## src/rtl/piso_shift_tx.sv

```systemverilog
// piso_shift_tx: accepts a word over valid/ready and shifts it out one bit per shift_en tick.
// Back-to-back words are accepted on the edge that consumes the last bit of the previous one.
module piso_shift_tx #(
    parameter int WIDTH     = 8,
    parameter bit MSB_FIRST = 1'b0
) (
    input  logic             clk,
    input  logic             rst,
    input  logic             load_valid,
    output logic             load_ready,
    input  logic [WIDTH-1:0] load_data,
    input  logic             shift_en,
    output logic             sdo,
    output logic             sdo_valid,
    output logic             busy,
    output logic             done
);
    localparam int   CW    = $clog2(WIDTH);
    localparam logic IDLE  = 1'b0;
    localparam logic SHIFT = 1'b1;

    logic             state;
    logic [CW-1:0]    count;
    logic [WIDTH-1:0] shreg;
    logic [WIDTH-1:0] nxt;
    logic             last;
    logic             accept;

    function automatic logic first_bit(input logic [WIDTH-1:0] w);
        return MSB_FIRST ? w[WIDTH-1] : w[0];
    endfunction

    always_comb begin
        last       = (state == SHIFT) && shift_en && (count == '0);
        load_ready = (state == IDLE) || last;
        accept     = load_valid && load_ready;
        nxt        = MSB_FIRST ? shreg << 1 : shreg >> 1;
        busy       = state == SHIFT;
        sdo_valid  = state == SHIFT;
    end

    always_ff @(posedge clk or negedge rst) begin
        if (!rst) begin
            state <= IDLE;
            shreg <= '0;
            count <= '0;
            sdo   <= 1'b0;
            done  <= 1'b0;
        end else begin
            done <= last;
            if (accept) begin
                state <= SHIFT;
                shreg <= load_data;
                count <= CW'(WIDTH - 1);
                sdo   <= first_bit(load_data);
            end else if (last) begin
                state <= IDLE;
                sdo   <= 1'b0;
            end else if (state == SHIFT && shift_en) begin
                shreg <= nxt;
                sdo   <= first_bit(nxt);
                count <= count - CW'(1);
            end
        end
    end
endmodule

```

## config.mk

```make
export PLATFORM = sky130hd
export DESIGN_NAME = piso_shift_tx
export DESIGN_NICKNAME = d
export VERILOG_FILES = /design/src/rtl/piso_shift_tx.sv
export SDC_FILE = /design/constraint.sdc
export NUM_CORES = 1
export LEC_CHECK = 0
export CAP_MARGIN = 15
export CORE_AREA = 3 3 47 53
export DETAILED_ROUTE_END_ITERATION = 12
export DIE_AREA = 0 0 50 56
export PLACE_DENSITY = 0.62
export SETUP_SLACK_MARGIN = 0.1
export SYNTH_ARGS = -nofsm -noshare
export SYNTH_HDL_FRONTEND = slang
export SYNTH_SLANG_ARGS = --single-unit
```

## constraint.sdc

```tcl
create_clock -name clk -period 2.3 [get_ports clk]
set_input_delay 0.46 -clock clk [delete_from_list [all_inputs] [get_ports clk]]
set_output_delay 0.46 -clock clk [all_outputs]
set_load 0.02 [all_outputs]
```

==> summary.txt <==
Outcome -> finished, final reports clean
Critical Path Start Type -> flip-flop
Vias in the first global route -> 530
Multi-input logic area -> 319 sq um
RSZ-0062 raised after global routing -> false
Max-cap violations -> 0
CTS Buf Count -> 3
Routability cong. -> 0.768
Critical path class -> reg -> out
Antenna cells -> 0
Leading cell types in the layout, fill and taps excluded -> clkdlybuf4s50_1 (15), dfrtp_1 (13), nor2_1 (12)
PwrDens -> 882 nW/um^2
Hpwl dp -> 967 microns
CP Max Fanout -> 4
Drt first pass iters -> 2
Largest family of logic cells by synthesized area -> simple AND/OR/NAND/NOR gates
FILL cells -> 198
Setup violators final -> 0
Pre-CTS WS -> 170 ps
Htree depth -> 1
Post-synthesis simple-gate area fraction -> 0.174
Hold slack final -> 535 ps
Post-synthesis mux area share -> 0.101
Die width -> 50 microns
Initial antenna violation count -> 0
Via count -> 539
Yosys warns -> 0
Critical path data arrival time -> 1640 ps
# hold bufs at CTS -> 0
Nets -> 105
First-pass GRT wire length -> 2320 microns
DR WL/cell -> 10.9 microns
GRT Residual Overflow -> 0
Commonest non-fill, non-tap cell in the layout -> clkdlybuf4s50_1
Ports -> 17
Worst Skew -> 0.884 ps
Fin. Hold Viols -> 0
Via density per instance -> 4.57
Post-Synthesis Cells -> 71
Sw Share -> 0.335
Net Count, Synth -> 85
Synth Register Bits -> 13
Starting Density -> 0.342
Final worst slack -> 197 ps
Sink Count -> 13
Port Buffer Count -> 16
Syn_area_per_cell -> 9.73 sq um
# rows -> 17
Post-CTS Setup Repair Bufs -> 0
Largest net degree at the start of global routing -> 14
ANT nets after route -> 0
DR DRC count -> 0
Synth Area in XOR/XNOR -> 0
Slew @ Worst Pin -> 604 ps
Fin crit period -> 2100 ps
Yosys top cell area share -> 0.471
Clk slew on worst S/H paths -> 80 ps
Yosys top cell by area -> dfrtp_1
Die Y -> 56 microns
Synth area leaders -> dfrtp_1 (47%), mux2i_1 (10%), a21oi_1 (6.5%)
Achievable Freq -> 476 MHz
Final Util -> 0.446
Full die area -> 2800 sq um
Adder-cell share of the synthesized area -> 0.0362
Sequential-to-total area share from yosys stat -> 0.471
CTS root buf -> clkbuf_4
Slew Viols, Final -> 0
Rel. slew slack -> 0.596
Pint -> 0.529 mW
Lkg Pwr -> 0.441 nW
Core ar. -> 2020 sq um
TritonCTS clock tree -> done
Required time of the critical path -> 1840 ps
GRT Overall Usage -> 0.106
CTS Buffer Depth -> 2
Worst VDD drop -> 0.000375 V
FF/Latch Area -> 325 sq um
Setup_tns -> 0 ps
Final worst-path cycle share -> 0.914
Clock share of power -> 0.177
Psw -> 0.267 mW
Register share of total power -> 0.457
Worst-Skew Late Latency -> 270 ps
Hold crit path type -> reg -> reg
Drt first-iter violations -> 2
Layout cell share with drive strength beyond 1 -> 0.111
Mapped cell area -> 691 sq um
Area delta synth->final -> 30.6%
Logic pwr share -> 0.367
Distinct cells, synth -> 22
Synth Area in Compound Gates -> 0.150
Crit. End Element -> output port
Final wirelength -> 1280 microns
==> metal layers <==
metal | global-route usage | vias to the layer above | wire length (microns)
met5 | 0 | - | 0
met4 | 0.0711 | 0 | 33
met3 | 0.0268 | 4 | 110
met2 | 0.162 | 19 | 554
met1 | 0.129 | 237 | 584
li1 | - | 279 | -
==> cells by family after synthesis <==
kind of cell | Yosys count
AOI/OAI and AO/OA | 17
adders and majority gates | 2
buffers and inverters | 8
DFF | 13
muxes | 7
and+or+nand+nor | 24
==> worst paths after layout <==
kind	cells after the start	endpoint	slack (ps)	start
max in group asynchronous	1	shreg[6]	1350	rst
hold reg to reg	2	shreg[3]	530	shreg[3]
setup / recovery	5	load_ready	200	count[0]
hold / removal	2	shreg[3]	530	shreg[3]
min in group asynchronous	1	done	560	rst
setup reg to reg	8	shreg[1]	460	count[0]
==> synthesized netlist by cell type <==
library cell  instances
o22ai_1               2
a21bo_2               1
inv_1                 4
ha_1                  2
and3_4                1
nand2b_1              1
nor2_1               12
dfrtp_1              13
buf_4                 2
o21ai_0               2
buf_6                 1
nand3b_1              1
a21oi_2               1
mux2i_1               7
or3b_1                1
a221oi_1              1
and2b_1               1
nand2_4               1
a21oi_1               9
buf_2                 1
nand2_1               6
a32oi_1               1
==> per-stage QoR <==
step / instances / total power, mW / area, sq um
2_1_floorplan: 71 / 0.571 / 691
3_3_place_gp: 114 / 0.659 / 877
3_5_place_dp: 114 / 0.668 / 877
4_1_cts: 118 / 0.816 / 902
5_1_grt: 118 / 0.874 / 902
6_report: 118 / 0.796 / 902
==> power by group through the flow <==
stage	Sequential [mW]	Clock, mW	Combinational [mW]
2_1_floorplan	0.366	0	0.205
4_1_cts	0.365	0.153	0.298
6_report	0.363	0.141	0.292
5_1_grt	0.377	0.159	0.338
3_3_place_gp	0.365	0	0.294
3_5_place_dp	0.369	0	0.299
==> state kept, by name, summed over array words and instances, names as in the netlist <==
signal,flops
busy,1
shreg,7
count,3
done,1
sdo,1
==> layout make-up <==
class                           instances  area share
Clock buffer                            4      0.0291
Timing Repair Buffer                   19       0.201
Inverter                                4      0.0166
Sequential cell                        13       0.361
Tap cell                               28      0.0388
Multi-Input combinational cell         50       0.354
==> timing repair <==
| item | 4_1_cts | 5_1_grt |
|---|---|---|
| endpoints found under the hold margin | 0 | 0 |
| resized for setup | 1 | 0 |
| setup endpoints to repair | 1 | 0 |
==> worst max-delay path, stage by stage, from the launching register on <==
cell,delay [ps]
dfrtp_1,390
inv_1,60
ha_1,190
ha_1,190
a21bo_2,220
dlygate4sd2_1,320
Power figures use the tool's default switching activity.
